`src/rtl/mod_multiplier_serial.sv`:
```
// Bit-serial interleaved (A*B) mod Q, MSB first; MOD_MULT_INPUT_REDUCE_EN adds a one-cycle operand pre-reduction.
// Latency BITWIDTH cycles (+1 with reduction); result held in DONE until iReady, oReady only in IDLE.
module mod_multiplier_serial #(
  parameter int BITWIDTH = 16
) (
  input  logic                iClk,
  input  logic                iRst,
  input  logic                iClr,
  input  logic                iValid,
  output logic                oReady,
  input  logic [BITWIDTH-1:0] iA,
  input  logic [BITWIDTH-1:0] iB,
  input  logic [BITWIDTH-1:0] iQ,
  output logic                oValid,
  input  logic                iReady,
  output logic [BITWIDTH-1:0] oData
);

  localparam int CW = (BITWIDTH > 1) ? $clog2(BITWIDTH) : 1;

`ifdef MOD_MULT_INPUT_REDUCE_EN
  typedef enum logic [1:0] {S_IDLE, S_CALC, S_DONE, S_REDUCE} state_t;
`else
  typedef enum logic [1:0] {S_IDLE, S_CALC, S_DONE} state_t;
`endif

  state_t              state_q, state_d;
  logic [BITWIDTH-1:0] a_q, a_d, b_q, b_d, q_q, q_d, r_q, r_d;
  logic [BITWIDTH-1:0] data_q, data_d;
  logic [CW-1:0]       cnt_q, cnt_d;
  logic                valid_q, valid_d;

  // One interleaved step; intermediates carry an extra bit so 2R and T+A never wrap.
  logic [BITWIDTH:0]   t2, u1;
  logic [BITWIDTH-1:0] t, u;

  always_comb begin
    t2 = {r_q, 1'b0};
    t  = (t2 >= {1'b0, q_q}) ? BITWIDTH'(t2 - {1'b0, q_q}) : t2[BITWIDTH-1:0];
    u1 = {1'b0, t} + {1'b0, a_q};
    if (b_q[cnt_q]) begin
      u = (u1 >= {1'b0, q_q}) ? BITWIDTH'(u1 - {1'b0, q_q}) : u1[BITWIDTH-1:0];
    end else begin
      u = t;
    end
  end

  always_comb begin
    state_d = state_q;
    a_d     = a_q;
    b_d     = b_q;
    q_d     = q_q;
    r_d     = r_q;
    cnt_d   = cnt_q;
    data_d  = data_q;
    valid_d = valid_q;
    case (state_q)
      S_IDLE: begin
        if (iValid) begin
          a_d   = iA;
          b_d   = iB;
          q_d   = iQ;
          r_d   = '0;
          cnt_d = CW'(BITWIDTH - 1);
`ifdef MOD_MULT_INPUT_REDUCE_EN
          state_d = S_REDUCE;
`else
          state_d = S_CALC;
`endif
        end
      end
`ifdef MOD_MULT_INPUT_REDUCE_EN
      S_REDUCE: begin
        a_d     = (a_q >= q_q) ? a_q - q_q : a_q;
        b_d     = (b_q >= q_q) ? b_q - q_q : b_q;
        state_d = S_CALC;
      end
`endif
      S_CALC: begin
        r_d = u;
        if (cnt_q == '0) begin
          data_d  = u;
          valid_d = 1'b1;
          state_d = S_DONE;
        end else begin
          cnt_d = cnt_q - 1'b1;
        end
      end
      S_DONE: begin
        if (iReady) begin
          valid_d = 1'b0;
          state_d = S_IDLE;
        end
      end
      default: state_d = S_IDLE;
    endcase
    // Abort discards everything, including an undelivered result.
    if (iClr) begin
      state_d = S_IDLE;
      a_d     = '0;
      b_d     = '0;
      q_d     = '0;
      r_d     = '0;
      cnt_d   = '0;
      data_d  = '0;
      valid_d = 1'b0;
    end
  end

  always_ff @(posedge iClk) begin
    if (iRst) begin
      state_q <= S_IDLE;
      a_q     <= '0;
      b_q     <= '0;
      q_q     <= '0;
      r_q     <= '0;
      cnt_q   <= '0;
      data_q  <= '0;
      valid_q <= 1'b0;
    end else begin
      state_q <= state_d;
      a_q     <= a_d;
      b_q     <= b_d;
      q_q     <= q_d;
      r_q     <= r_d;
      cnt_q   <= cnt_d;
      data_q  <= data_d;
      valid_q <= valid_d;
    end
  end

  assign oReady = (state_q == S_IDLE);
  assign oValid = valid_q;
  assign oData  = data_q;

`ifndef SYNTHESIS
  always_ff @(posedge iClk) begin
    if (!iRst && !iClr && iValid && oReady) begin
`ifdef MOD_MULT_INPUT_REDUCE_EN
      assert (iQ != '0 && {1'b0, iA} < {iQ, 1'b0} && {1'b0, iB} < {iQ, 1'b0})
        else $error("operand out of range for modulus");
`else
      assert (iQ != '0 && iA < iQ && iB < iQ)
        else $error("operand out of range for modulus");
`endif
    end
  end
`endif

endmodule
```
`config.mk`:
```
export PLATFORM = sky130hd
export DESIGN_NAME = mod_multiplier_serial
export DESIGN_NICKNAME = d
export VERILOG_FILES = /design/src/rtl/mod_multiplier_serial.sv
export SDC_FILE = /design/constraint.sdc
export NUM_CORES = 1
export LEC_CHECK = 0
export ABC_AREA = 1
export BUFFER_PORTS_ARGS = -buffer_cell sky130_fd_sc_hd__buf_2
export CAP_MARGIN = 20
export CORE_MARGIN = 5
export CORE_UTILIZATION = 55
export DETAILED_ROUTE_END_ITERATION = 10
export GPL_TIMING_DRIVEN = 0
export PLACE_DENSITY_LB_ADDON = 0.1
export SETUP_SLACK_MARGIN = 0.1
export SLEW_MARGIN = 20
export SYNTH_ARGS = -nofsm -noshare
export SYNTH_HDL_FRONTEND = slang
export SYNTH_SLANG_ARGS = --single-unit
export TNS_END_PERCENT = 5
```
`constraint.sdc`:
```
create_clock -name iClk -period 4.3 [get_ports iClk]
set_clock_uncertainty 0.1 [all_clocks]
set_input_delay 0.86 -clock iClk [delete_from_list [all_inputs] [get_ports iClk]]
set_output_delay 0.86 -clock iClk [all_outputs]
set_load 0.005 [all_outputs]
```
==> impl_metrics.tcl <==
set metrics [dict create \
    ys_seq_area_share_pct 25.4 \
    startpoint_type "flop" \
    powerDensity_nw_per_um2 578 \
    antenna_cells 0 \
    port-buffer-count 70 \
    synth_top_area_share_pct 25.4 \
    fin_nets 1387 \
    area.sequential_um2 1770 \
    rows 40 \
    antenna_found_initial 0 \
    htree_levels 3 \
    drc 0 \
    drt_wl_total_mm 25.2 \
    drv_cap 0 \
    finalHoldViolCount 0 \
    placed_cell_area_um2 7610 \
    period_needed_ns 4.87 \
    p_seq_share_pct 15.2 \
    crit_top_cell "nand2_1" \
    cts_buffer_depth 2 \
    hold_end "b_q[6]$_SDFFE_PP0P_" \
    syn-cell-area_um2 6860 \
    synth_cell_types 38 \
    grt_pass1_wl_mm 37.1 \
    first_global_vias 7332 \
    max_stage_delay_ns 0.33 \
    cts_tree "built" \
    failed_checks "negative setup slack" \
    route.vias.total 8051 \
    period_share_pct 113 \
    p_switching_w 0.00275 \
    cp_num_buf_inv 5 \
    via_per_inst 5.54 \
    nFillCells 886 \
    crit_slowest_cell "dfxtp_2" \
    synth_area_leaders "dfxtp_1 25%, nand2_1 22%, ha_1 9.1%" \
    yosysWarnings 0 \
    finalSetupViolCount 32 \
    pwr-share-clk_pct 14.8 \
    status "complete, but fails checks" \
    synth_fp_nets 1233 \
    min_path_type "reg2reg" \
    cts.sink_count 87 \
    ir_worst_vdd_mv 0.331 \
    drt_iter0_drc 887 \
    multi_input_area_um2 5650 \
    gr-total-overflow 0 \
    dp.cells 1365 \
    final_cell_count_no_fill 1454 \
    power.internal_w 0.00287 \
    regToRegSetupSlack_ns -0.57 \
    path_delay_family "simple AND/OR/NAND/NOR gates" \
    leakagePower_nw 4.69 \
    reg2reg_from "q_q[6]$_SDFFE_PP0P_" \
    synthCells 1127 \
    syn_to_final_growth_pct 41.6 \
    cp.arrival_ns 5.04 \
    cts-hold-fix-buffers 0 \
    reg2reg_depth 36 \
    drive_gt1_share_pct 35.0 \
    worstPathMaxFanout 6 \
    hpwl_mm 16.8 \
    worstReg2RegEnd "r_q[14]$_SDFFE_PP0P_" \
    required_ns 4.48 \
    worst_pin_slew_ns 0.951 \
    insertion_delay_ns 0.35 \
    grt_usage_pct 31.6 \
    numCtsBuffers 9 \
    start_util_pct 56.7 \
    ys_ff_latch 87 \
    worstHoldStart "b_q[6]$_SDFFE_PP0P_" \
    max_freq_mhz 205 \
    die_height_um 122 \
    die_w_um 122 \
    detail_route.wl_per_cell_um 17.3 \
    critPathKind "reg2reg" \
    syn_area_per_cell_um2 6.09 \
    min_path_cells 2 \
    hold_ws_ns 0.366 \
    comb_power_share_pct 70.0 \
    rsz0062_at_grt "true" \
    grt_max_degree 18 \
    slew_violations 0 \
    drtPass1Iterations 6 \
    p_sw_share_pct 48.9 \
    root_buffer "clkbuf_16" \
    core_area_um2 12100 \
    dieArea_um2 14800 \
    setup_slack_ns -0.566 \
    postLayoutCellArea_um2 9710 \
    slew_headroom_pct 36.3 \
    ant_nets 0 \
    io_pins 71 \
    synth_top_cell_by_area "dfxtp_1" \
    pre_cts_ws_ns -0.855 \
    worstSetupEndpointType "flop" \
    clkTransAtPathRegs_ns 0.07 \
    gp_congestion 0.978 \
]
[per-layer routing]
layer / vias to the layer above / share of wire, % / GRT usage, %
met1: 3676 / 40 / 40.4
met2: 392 / 47 / 53.5
met3: 108 / 8.3 / 5.66
met5: - / 0 / 0
li1: 3875 / - / -
met4: 0 / 5.4 / 11.4
[power groups by stage]
| stage | Sequential (W) | Clock (W) | Combinational, W |
|---|---|---|---|
| finish | 0.000853 | 0.000832 | 0.00393 |
| global route | 0.000856 | 0.000869 | 0.00419 |
| CTS | 0.000852 | 0.000836 | 0.00318 |
| detailed placement | 0.000867 | 0 | 0.00245 |
| global placement | 0.000866 | 0 | 0.00245 |
| floorplan | 0.000863 | 0 | 0.00183 |
[tightest hold or removal path, cell delays in order, from the launching register on]
cell     delay (ns)
dfxtp_1        0.31
nand2_1        0.06
a21oi_1        0.05
[kinds of logic after synthesis]
logic type               synth area share (%)
XOR/XNOR                                 2.81
adder cells (fa/ha/maj)                  9.99
AND/OR/NAND/NOR                          41.5
flip-flops                               25.4
buffers and inverters                    11.0
AO/OA/AOI/OAI                            9.35
[placed cells by master (no fill, tap or decap), types with 3 or more instances in the layout]
master,instances
inv_1,120
xor2_1,15
inv_4,3
nand3_2,30
buf_4,62
nand4_1,4
nor3_1,4
nand3_4,4
a21oi_2,13
a21oi_4,5
ha_1,10
buf_12,3
nand3b_1,15
and2_4,5
buf_6,14
dfxtp_1,71
nor2_1,83
a211oi_1,18
o21ai_0,5
dfxtp_2,14
clkbuf_1,21
nand2_2,70
clkbuf_16,9
inv_2,29
o21ai_2,6
nor2_4,10
nor2_2,4
or2_2,5
buf_2,72
nand3_1,79
a21oi_1,60
nand2_4,28
nand2_1,314
ha_4,38
[Yosys cell counts (all sizes together)]
master and number:
a221oi 1, nand3b 15, xnor2 3, inv 152
ha 50, a31oi 2, nand2 412, or2 7
xor2 19, nand3 113, and3 3, clkbuf 21
and2 7, clkinv 1, fa 3, a211oi 18
a21oi 78, nor3 7, nor2 97, o21bai 1
buf 13, o21ai 13, dfxtp 87, nand4 4
[registers in the layout (all words and copies together) (netlist names)]
register,count
cnt_q,4
oData,16
oValid,1
state_q,2
q_q,16
b_q,16
r_q,16
a_q,16
[worst max-delay path by stage]
stage               cells after the start               endpoint            startpoint  slack (ns)
floorplan                              38  oData[2]$_SDFFE_PP0P_  q_q[10]$_SDFFE_PP0P_        0.12
global placement                       34  oData[2]$_SDFFE_PP0P_  q_q[14]$_SDFFE_PP0P_       -0.86
detailed placement                     34  oData[2]$_SDFFE_PP0P_  q_q[14]$_SDFFE_PP0P_       -0.85
CTS                                    35  oData[1]$_SDFFE_PP0P_  q_q[10]$_SDFFE_PP0P_       -0.24
global route                           37   r_q[14]$_SDFFE_PP0P_   q_q[6]$_SDFFE_PP0P_       -0.78
finish                                 36   r_q[14]$_SDFFE_PP0P_   q_q[6]$_SDFFE_PP0P_       -0.57
[repair_timing]
action	in CTS	in global routing
setup buffers	45	24
hold endpoints to repair	0	0
setup endpoints to repair	32	32
pin swaps	58	78
gates cloned	4	0
resized for setup	179	115
[through the flow]
stage                     util [%]  power (W)  setup TNS [ns]
after detailed placement      62.8    0.00332          -24.44
after global routing          80.2    0.00591          -23.23
after global placement        62.8    0.00332          -25.11
after CTS                     74.9    0.00487           -6.69
after floorplan                  -    0.00269               0
final                         80.2    0.00562          -15.47
[layout make-up]
class | count | share of cell area, %
Multi-Input combinational cell | 853 | 58.2
Sequential cell | 87 | 18.2
Timing Repair Buffer | 143 | 10.2
Inverter | 153 | 5.99
Clock buffer | 9 | 2.32
Tap cell | 168 | 2.16
Buffer | 34 | 2.07
Clock inverter | 7 | 0.940
Power figures use the tool's default switching activity.
